### config.mk
export PLATFORM = sky130hd
export DESIGN_NAME = fifo_flex
export DESIGN_NICKNAME = d
export VERILOG_FILES = /design/src/rtl/fifo_flex.sv
export SDC_FILE = /design/constraint.sdc
export NUM_CORES = 1
export LEC_CHECK = 0
export ABC_AREA = 1
export CELL_PAD_IN_SITES_DETAIL_PLACEMENT = 1
export CELL_PAD_IN_SITES_GLOBAL_PLACEMENT = 1
export CORE_UTILIZATION = 40
export DETAILED_ROUTE_END_ITERATION = 10
export GPL_TIMING_DRIVEN = 0
export PLACE_DENSITY = 0.88
export SLEW_MARGIN = 20
export SYNTH_ARGS = -nofsm -noshare
export SYNTH_HDL_FRONTEND = slang
export SYNTH_SLANG_ARGS = --single-unit
### constraint.sdc
create_clock -name clk -period 2.9 [get_ports clk]
set_clock_uncertainty 0.15 [all_clocks]
set_input_delay 0.435 -clock clk [delete_from_list [all_inputs] [get_ports clk]]
set_output_delay 0.435 -clock clk [all_outputs]
set_load 0.01 [all_outputs]
### src/rtl/fifo_flex.sv
// fifo_flex: parametrised valid/ready FIFO with occupancy, watermarks,
// high-water mark, synchronous flush and optional fall-through bypass.
//
// Handshake: a transfer happens on a rising clk edge when valid and ready
// are both high on that side (push = in_val & in_rdy, pop = out_val &
// out_rdy). in_rdy depends only on registered occupancy and flush, never on
// out_rdy; out_val may depend on in_val only in bypass mode when empty.
module fifo_flex #(
  parameter int DEPTH_IDX = 2,
  parameter int WIDTH     = 8,
  parameter int BYPASS    = 0
) (
  input  logic                 clk,
  input  logic                 rst_n,
  input  logic                 flush,
  input  logic                 in_val,
  output logic                 in_rdy,
  input  logic [WIDTH-1:0]     in_data,
  output logic                 out_val,
  input  logic                 out_rdy,
  output logic [WIDTH-1:0]     out_data,
  input  logic [DEPTH_IDX:0]   afull_thr,
  input  logic [DEPTH_IDX:0]   aempty_thr,
  output logic [DEPTH_IDX:0]   count,
  output logic                 almost_full,
  output logic                 almost_empty,
  output logic [DEPTH_IDX:0]   max_count
);

  localparam int DEPTH = 1 << DEPTH_IDX;
  localparam logic [DEPTH_IDX:0]   FULL_CNT = (DEPTH_IDX+1)'(DEPTH);
  localparam logic [DEPTH_IDX:0]   CNT_ONE  = (DEPTH_IDX+1)'(1);
  localparam logic [DEPTH_IDX-1:0] PTR_ONE  = DEPTH_IDX'(1);

  logic [WIDTH-1:0]     mem_q [DEPTH];
  logic [WIDTH-1:0]     mem_d [DEPTH];
  logic [DEPTH_IDX-1:0] wr_ptr_q, wr_ptr_d;
  logic [DEPTH_IDX-1:0] rd_ptr_q, rd_ptr_d;
  logic [DEPTH_IDX:0]   count_q, count_d;
  logic [DEPTH_IDX:0]   max_count_q, max_count_d;

  logic bypass_hit;
  logic bypass_take;
  logic push;
  logic pop;
  logic do_wr;
  logic do_rd;

  // Handshake outputs; a bypassed word consumed in the same cycle never touches storage.
  always_comb begin
    bypass_hit  = (BYPASS != 0) && (count_q == '0) && in_val && !flush;
    in_rdy      = (count_q != FULL_CNT) && !flush;
    out_val     = ((count_q != '0) || bypass_hit) && !flush;
    out_data    = bypass_hit ? in_data : mem_q[rd_ptr_q];
    push        = in_val && in_rdy;
    pop         = out_val && out_rdy;
    bypass_take = bypass_hit && out_rdy;
    do_wr       = push && !bypass_take;
    do_rd       = pop && !bypass_take;
  end

  // Next-state for storage, pointers, occupancy and high-water mark; flush clears all but storage.
  always_comb begin
    mem_d       = mem_q;
    wr_ptr_d    = wr_ptr_q;
    rd_ptr_d    = rd_ptr_q;
    count_d     = count_q;
    max_count_d = max_count_q;
    if (flush) begin
      wr_ptr_d    = '0;
      rd_ptr_d    = '0;
      count_d     = '0;
      max_count_d = '0;
    end else begin
      if (do_wr) begin
        mem_d[wr_ptr_q] = in_data;
        wr_ptr_d        = wr_ptr_q + PTR_ONE;
      end
      if (do_rd) begin
        rd_ptr_d = rd_ptr_q + PTR_ONE;
      end
      if (do_wr && !do_rd) begin
        count_d = count_q + CNT_ONE;
      end else if (do_rd && !do_wr) begin
        count_d = count_q - CNT_ONE;
      end
      max_count_d = (count_d > max_count_q) ? count_d : max_count_q;
    end
  end

  // Control state with asynchronous clear.
  always_ff @(posedge clk or negedge rst_n) begin
    if (!rst_n) begin
      wr_ptr_q    <= '0;
      rd_ptr_q    <= '0;
      count_q     <= '0;
      max_count_q <= '0;
    end else begin
      wr_ptr_q    <= wr_ptr_d;
      rd_ptr_q    <= rd_ptr_d;
      count_q     <= count_d;
      max_count_q <= max_count_d;
    end
  end

  // Storage array is deliberately not reset; stale data is unreachable once pointers clear.
  always_ff @(posedge clk) begin
    mem_q <= mem_d;
  end

  assign count        = count_q;
  assign max_count    = max_count_q;
  assign almost_full  = (count_q >= afull_thr);
  assign almost_empty = (count_q <= aempty_thr);

endmodule

==> results of run 1 <==
## timing repair
action / 4_1_cts / 5_1_grt
resized for setup: 0 / 4
endpoints found under the setup margin: 0 / 3
endpoints found under the hold margin: 0 / 0
## power groups by stage
stage	Clock, mW	Combinational, mW	Sequential (mW)
finish	0.373	0.778	0.762
global route	0.399	0.869	0.770
CTS	0.378	0.780	0.761
detailed placement	0	0.775	0.775
global placement	0	0.735	0.771
floorplan	0	0.445	0.774
## synthesized netlist by cell type
| cell | count |
|---|---|
| edfxtp_1 | 32 |
| nand3_2 | 2 |
| dfrtp_1 | 10 |
| o21ai_0 | 20 |
| xnor2_1 | 2 |
| nand4_1 | 1 |
| a22o_1 | 1 |
| nand2_2 | 5 |
| clkbuf_1 | 1 |
| nand3_1 | 8 |
| inv_2 | 2 |
| nand3_4 | 1 |
| ha_1 | 16 |
| inv_1 | 21 |
| nand2_1 | 24 |
| o22ai_1 | 8 |
| a21oi_1 | 6 |
| o21ai_1 | 1 |
| nor2_1 | 25 |
| a21oi_4 | 1 |
| buf_2 | 3 |
| o211ai_1 | 1 |
| o21ai_2 | 1 |
| inv_4 | 1 |
## layout by cell type (no fill, tap or decap), types with 2 or more instances in the layout
cell,n
clkdlybuf4s50_1,35
edfxtp_1,32
nor2_1,25
nand2_1,24
o21ai_0,20
inv_1,19
ha_1,15
dfrtp_1,9
nand3_1,8
o22ai_1,8
a21oi_1,6
nand2_2,5
clkbuf_8,5
inv_2,4
buf_2,3
nand3_2,2
clkbuf_1,2
xnor2_1,2
## stage by stage
stage | instances | hold WS [ns] | utilization | setup WS, ns
after floorplan | 193 | -0.0106 | - | 0.435
after global placement | 295 | 0.340 | 0.516 | 0.174
after detailed placement | 295 | 0.351 | 0.516 | 0.0579
after CTS | 303 | 0.300 | 0.533 | 0.0715
after global routing | 303 | 0.298 | 0.534 | 0.0113
final | 303 | 0.302 | 0.534 | 0.155
## flip-flops by register name (all words and copies together), names as in the netlist
name,cells
wr_ptr_q,2
rd_ptr_q,2
count,3
max_count,3
mem_q,32
## cell type report
cell class / count / area share
Sequential cell: 42 / 0.468
Clock buffer: 6 / 0.0280
Timing Repair Buffer: 35 / 0.135
Clock inverter: 2 / 0.00483
Buffer: 4 / 0.00725
Tap cell: 67 / 0.0324
Multi-Input combinational cell: 123 / 0.288
Inverter: 24 / 0.0358
## worst register-to-register path: stages (launching register included)
cell	delay, ns
dfrtp_2	0.46
inv_1	0.10
ha_2	0.23
nand2_1	0.10
nand3_4	0.14
nand3_2	0.14
nand2_1	0.08
nand2_1	0.05
nand2_1	0.08
nand2_1	0.07
inv_1	0.06
ha_1	0.25
a21oi_1	0.17
o21ai_0	0.12
nand2_1	0.08
nand2_1	0.10
inv_2	0.10
nand2_1	0.07
o21ai_2	0.05
## kinds of logic (layout without fill, tap and decap cells)
family	after synthesis	in the layout	share of synthesized area
xor+xnor	2	2	0.00848
fa+ha+maj	16	16	0.0969
simple gates	66	66	0.145
buf+inv	28	71	0.0539
flops	42	42	0.586
compound gates	39	39	0.110
## worst max-delay path by stage
| stage | endpoint | cells after the start |
|---|---|---|
| after floorplan | max_count[0]$_DFFE_PN0P_ | 18 |
| final | out_data[4] | 6 |
| after detailed placement | max_count[0]$_DFFE_PN0P_ | 16 |
| after CTS | max_count[0]$_DFFE_PN0P_ | 18 |
| after global routing | out_data[4] | 6 |
| after global placement | max_count[0]$_DFFE_PN0P_ | 16 |
## layer usage
layer / routed length (um) / track usage / vias up
met5: 0 / 0 / -
met4: 71 / 0.0598 / 0
met3: 133 / 0.0494 / 7
met2: 2320 / 0.323 / 24
met1: 1980 / 0.225 / 710
li1: - / - / 745
==> results_dict.tcl, run 1 <==
set metrics [dict create \
    grtUsageTotal 0.187 \
    leakagePower_nw 1.04 \
    startpoint_type "flip-flop" \
    startpoint "rd_ptr_q[0]$_DFFE_PN0P_" \
    diodes 0 \
    cap_violations 0 \
    io_buffers 35 \
    grt_pass1_wl_mm 7.32 \
    start_util 0.426 \
    p_per_area_nw_per_um2 739 \
    grt_max_degree 14 \
    internal-power_mw 1.23 \
    hold_violations 0 \
    drt_iter0_markers 90 \
    vias 1486 \
    power_mw 1.91 \
    core_area_sq_um 4850 \
    p_sw_frac 0.355 \
    antenna_left 0 \
    period_share 0.947 \
    dpl_cell_area_sq_um 2500 \
    crit_type "flip-flop to output pin" \
    relSlewSlack 0.452 \
    ir_worst_vdd_v 0.000370 \
    ff2ff_setup_slack_ns 0.22 \
    synth_cell_types 24 \
    cp_data_required_time_ns 2.32 \
    synth_area_leader_cell "edfxtp_1" \
    synth_seq_cells 42 \
    clock_sinks 42 \
    cts_htree_levels 2 \
    final_area_sq_um 2590 \
    cts_tree "yes" \
    yosysSeqAreaShare 0.586 \
    power_switching_mw 0.679 \
    crit_family "buffers and inverters" \
    n_fill_cell 547 \
    setup_tns_ns 0 \
    die-height_um 73.9 \
    setup_viol 0 \
    hold_buffers 0 \
    vias_per_cell 4.90 \
    cp.buffers_inverters 4 \
    antenna_found_initial 0 \
    rows 25 \
    die_width_um 73.9 \
    hold_depth 2 \
    rsz0062_at_grt "false" \
    grt_overflow 0 \
    max_freq_ghz 0.364 \
    cts_made_buffers 5 \
    r2r_cells 18 \
    outcome "complete, no violations" \
    cp.arrival_ns 2.16 \
    finalNetCount 270 \
    clock_path_buffers 2 \
    post-route-drc-count 0 \
    power_frac_seq 0.398 \
    tightestPinTransition_ns 0.819 \
    crit_fanout 10 \
    hold_path.startpoint "flush" \
    crit_path_top_delay_cell "clkdlybuf4s50_1" \
    maxSlewViolCount 0 \
    detail_route.first_pass.iterations 4 \
    netlist_top_cells_area "edfxtp_1 (47%), dfrtp_1 (12%), ha_1 (9.7%), o21ai_0 (4.8%), nor2_1 (4.5%)" \
    ios 37 \
    hpwl_mm 3.36 \
    drt_wl_total_mm 4.51 \
    hp-class "input port to flip-flop" \
    clock_power_share 0.195 \
    crit_path_cell_trace "buf_2 -> inv_1 -> buf_2 -> nor2_1 -> o22ai_1 -> clkdlybuf4s50_1" \
    syn2layout_area_growth_pct 25.3 \
    clock_latency_ns 0.30 \
    period_minus_slack_ns 2.75 \
    multi_input_area_sq_um 746 \
    place.gp.congestion 0.821 \
    cts.clk_slew.worst_paths_ns 0.08 \
    drive_gt1_frac 0.110 \
    cts_root_buffer "clkbuf_8" \
    yosys_warnings 0 \
    wl_per_cell_um 14.9 \
    grt_pass1_vias 1570 \
    synth_cells 193 \
    regArea_sq_um 1210 \
    syn_nets 228 \
    r2r_start "count[1]$_DFF_PN0_" \
    r2r_end "max_count[0]$_DFFE_PN0P_" \
    pwr-share-comb 0.407 \
    crit_path_frequent_cell "buf_2" \
    syn-cell-area_sq_um 2070 \
    cpPeakStageDelay_ns 0.57 \
    synth_area_per_cell_sq_um 10.7 \
    netlist.area_leader.share 0.465 \
    end_kind "output pin" \
    die_area_sq_um 5460 \
    min_to "count[1]$_DFF_PN0_" \
    postCtsSetupBuffers 0 \
]
(Power assumes the default switching activity.)
==> inputs of run 2 (changes only) <==
--- a/config.mk
+++ b/config.mk
@@ -8,10 +8,10 @@
 export ABC_AREA = 1
 export CELL_PAD_IN_SITES_DETAIL_PLACEMENT = 1
 export CELL_PAD_IN_SITES_GLOBAL_PLACEMENT = 1
-export CORE_UTILIZATION = 40
+export CORE_UTILIZATION = 44
 export DETAILED_ROUTE_END_ITERATION = 10
 export GPL_TIMING_DRIVEN = 0
-export PLACE_DENSITY = 0.88
+export PLACE_DENSITY = 0.95
 export SLEW_MARGIN = 20
 export SYNTH_ARGS = -nofsm -noshare
 export SYNTH_HDL_FRONTEND = slang
==> constraint.sdc (replaced) <==
create_clock -name clk -period 3.51 [get_ports clk]
set_clock_uncertainty 0.15 [all_clocks]
set_input_delay 0.5265 -clock clk [delete_from_list [all_inputs] [get_ports clk]]
set_output_delay 0.5265 -clock clk [all_outputs]
set_load 0.01 [all_outputs]
==> run 2 against run 1 <==
  * The run now ends with DRC left
  * Count of clock-buffer cells in the layout shrank 1
  * Critical path depth is the same
  * Global-route usage grew 4.8 points
  * Worst hold slack gained 0.061 ns
  * Clock power shrank 20%
  * Via count grew 4.6%
  * Die area shrank 8.9%
  * Register-to-register slack gained 0.40 ns
  * Sequential cell count is the same
  * Critical path type unchanged
  * Critical endpoint is now out_data[2]
==> results_dict.tcl, run 2 (synthesized netlist as in run 1, its figures left out) <==
set metrics [dict create \
    regMostFlops "mem_q" \
    hpwl_mm 3.90 \
    cts_made_buffers 5 \
    ir_worst_vdd_v 0.000367 \
    fin_util 0.577 \
    hold_violations 0 \
    cts_root_buffer "clkbuf_8" \
    rsz0062_at_grt "false" \
    vias_per_cell 5.40 \
    relSlewSlack 0.379 \
    vias 1554 \
    ff2ff_setup_slack_ns 0.62 \
    antenna_left 0 \
    violations "DRC" \
    cp.arrival_ns 2.24 \
    clock_path_buffers 2 \
    die_area_sq_um 4970 \
    startpoint_type "flip-flop" \
    setup_tns_ns 0 \
    antenna_found_initial 0 \
    hp-class "flip-flop to flip-flop" \
    start_util 0.465 \
    post-route-drc-count 2 \
    cap_violations 0 \
    grt_max_degree 14 \
    cts.clk_slew.worst_paths_ns 0.08 \
    finalNetCount 270 \
    cts_tree "yes" \
    most-common-layout-cells "clkdlybuf4s50_1 (35), edfxtp_1 (32), nor2_1 (25)" \
    drt_iter0_markers 69 \
    syn2layout_area_growth_pct 24.2 \
    p_per_area_nw_per_um2 621 \
    wl_per_cell_um 18.1 \
    max_freq_ghz 0.343 \
    maxSlewViolCount 0 \
    clock_sinks 42 \
    crit_path_frequent_cell "buf_2" \
    io_buffers 35 \
    crit_type "flip-flop to output pin" \
    diodes 0 \
    leakagePower_nw 1.04 \
    grtUsageTotal 0.234 \
    core_area_sq_um 4440 \
    period_share 0.830 \
    crit_path_top_delay_cell "clkdlybuf4s50_1" \
    cpPeakStageDelay_ns 0.59 \
    die_width_um 70.5 \
    grt_pass1_vias 1788 \
    layout_commonest_cell "clkdlybuf4s50_1" \
    crit_path_cell_trace "buf_2 -> inv_1 -> buf_2 -> nor2_1 -> o22ai_1 -> clkdlybuf4s50_1" \
    end_kind "output pin" \
    die-height_um 70.5 \
    rows 24 \
    cp_data_required_time_ns 2.83 \
    setup_viol 0 \
    period_minus_slack_ns 2.92 \
    hold_buffers 0 \
    grt_pass1_wl_mm 8.71 \
    detail_route.first_pass.iterations 7 \
    drive_gt1_frac 0.0975 \
    tightestPinTransition_ns 0.929 \
    post_cts_resize_count 0 \
    largest_reg_flops 32 \
    cts_htree_levels 2 \
    outcome "complete, but fails checks" \
    power_mw 1.59 \
    grt_overflow 0 \
    ios 37 \
    drt_wl_total_mm 5.23 \
    postCtsSetupBuffers 0 \
    place.gp.congestion 0.729 \
    clock_latency_ns 0.29 \
    crit_fanout 10 \
]
==> run 2: changes by cell type in the layout (fill, tap and decap cells not counted), sizes merged <==
| cell | before | now |
|---|---|---|
| clkinvlp | 0 | 1 |
| clkbuf | 7 | 6 |
| inv | 25 | 24 |
| clkinv | 1 | 2 |
==> run 2: per-stage QoR <==
stage	hold slack [ns]	cells	area (sq um)	setup slack, ns
after floorplan	0.0809	193	2070	1.04
after global placement	0.342	280	2480	0.692
after detailed placement	0.352	280	2480	0.609
after CTS	0.370	288	2570	0.592
after global routing	0.388	288	2570	0.338
final	0.363	288	2570	0.595
==> run 2: final timing paths <==
| kind | startpoint | to | cells after the start |
|---|---|---|---|
| min | max_count[1]$_DFFE_PN0P_ | max_count[1]$_DFFE_PN0P_ | 2 |
| max in group asynchronous | rst_n | wr_ptr_q[1]$_DFFE_PN0P_ | 1 |
| max reg2reg | count[0]$_DFF_PN0_ | max_count[0]$_DFFE_PN0P_ | 18 |
| min in group asynchronous | rst_n | rd_ptr_q[0]$_DFFE_PN0P_ | 1 |
| min reg2reg | max_count[1]$_DFFE_PN0P_ | max_count[1]$_DFFE_PN0P_ | 2 |
| max | rd_ptr_q[0]$_DFFE_PN0P_ | out_data[2] | 6 |
==> run 2: critical path, delay by kind of cell (launching register included) <==
family / cells / cell delay (ns)
AO/OA/AOI/OAI: 1 / 0.20
AND/OR/NAND/NOR: 1 / 0.07
flip-flops: 1 / 0.38
buffers and inverters: 4 / 1.29
==> run 2: layout make-up <==
class | count | area (sq um)
inverter | 24 | 92.6
sequential | 42 | 1210
buffer | 4 | 18.8
fill | 477 | 1880
multi-input combinational | 123 | 743
tap | 52 | 65.1
clock inverter | 3 | 16.3
timing repair buffer | 35 | 350
clock buffer | 5 | 68.8
==> run 2: power breakdown <==
group	switching [mW]	leakage (nW)	total (mW)	internal (mW)
logic	0.372	0.579	0.665	0.293
registers	0.0439	0.423	0.629	0.586
clock network	0.163	0.0416	0.299	0.136
total	0.578	1.04	1.59	1.01
==> run 2: per-layer routing <==
metal  up-vias  global-route usage  wire (um)
li1        746                   -          -
met1       769               0.274       2100
met2        31               0.427       2850
met3         8              0.0447        183
met4         0              0.0839         96
met5         -                   0          0
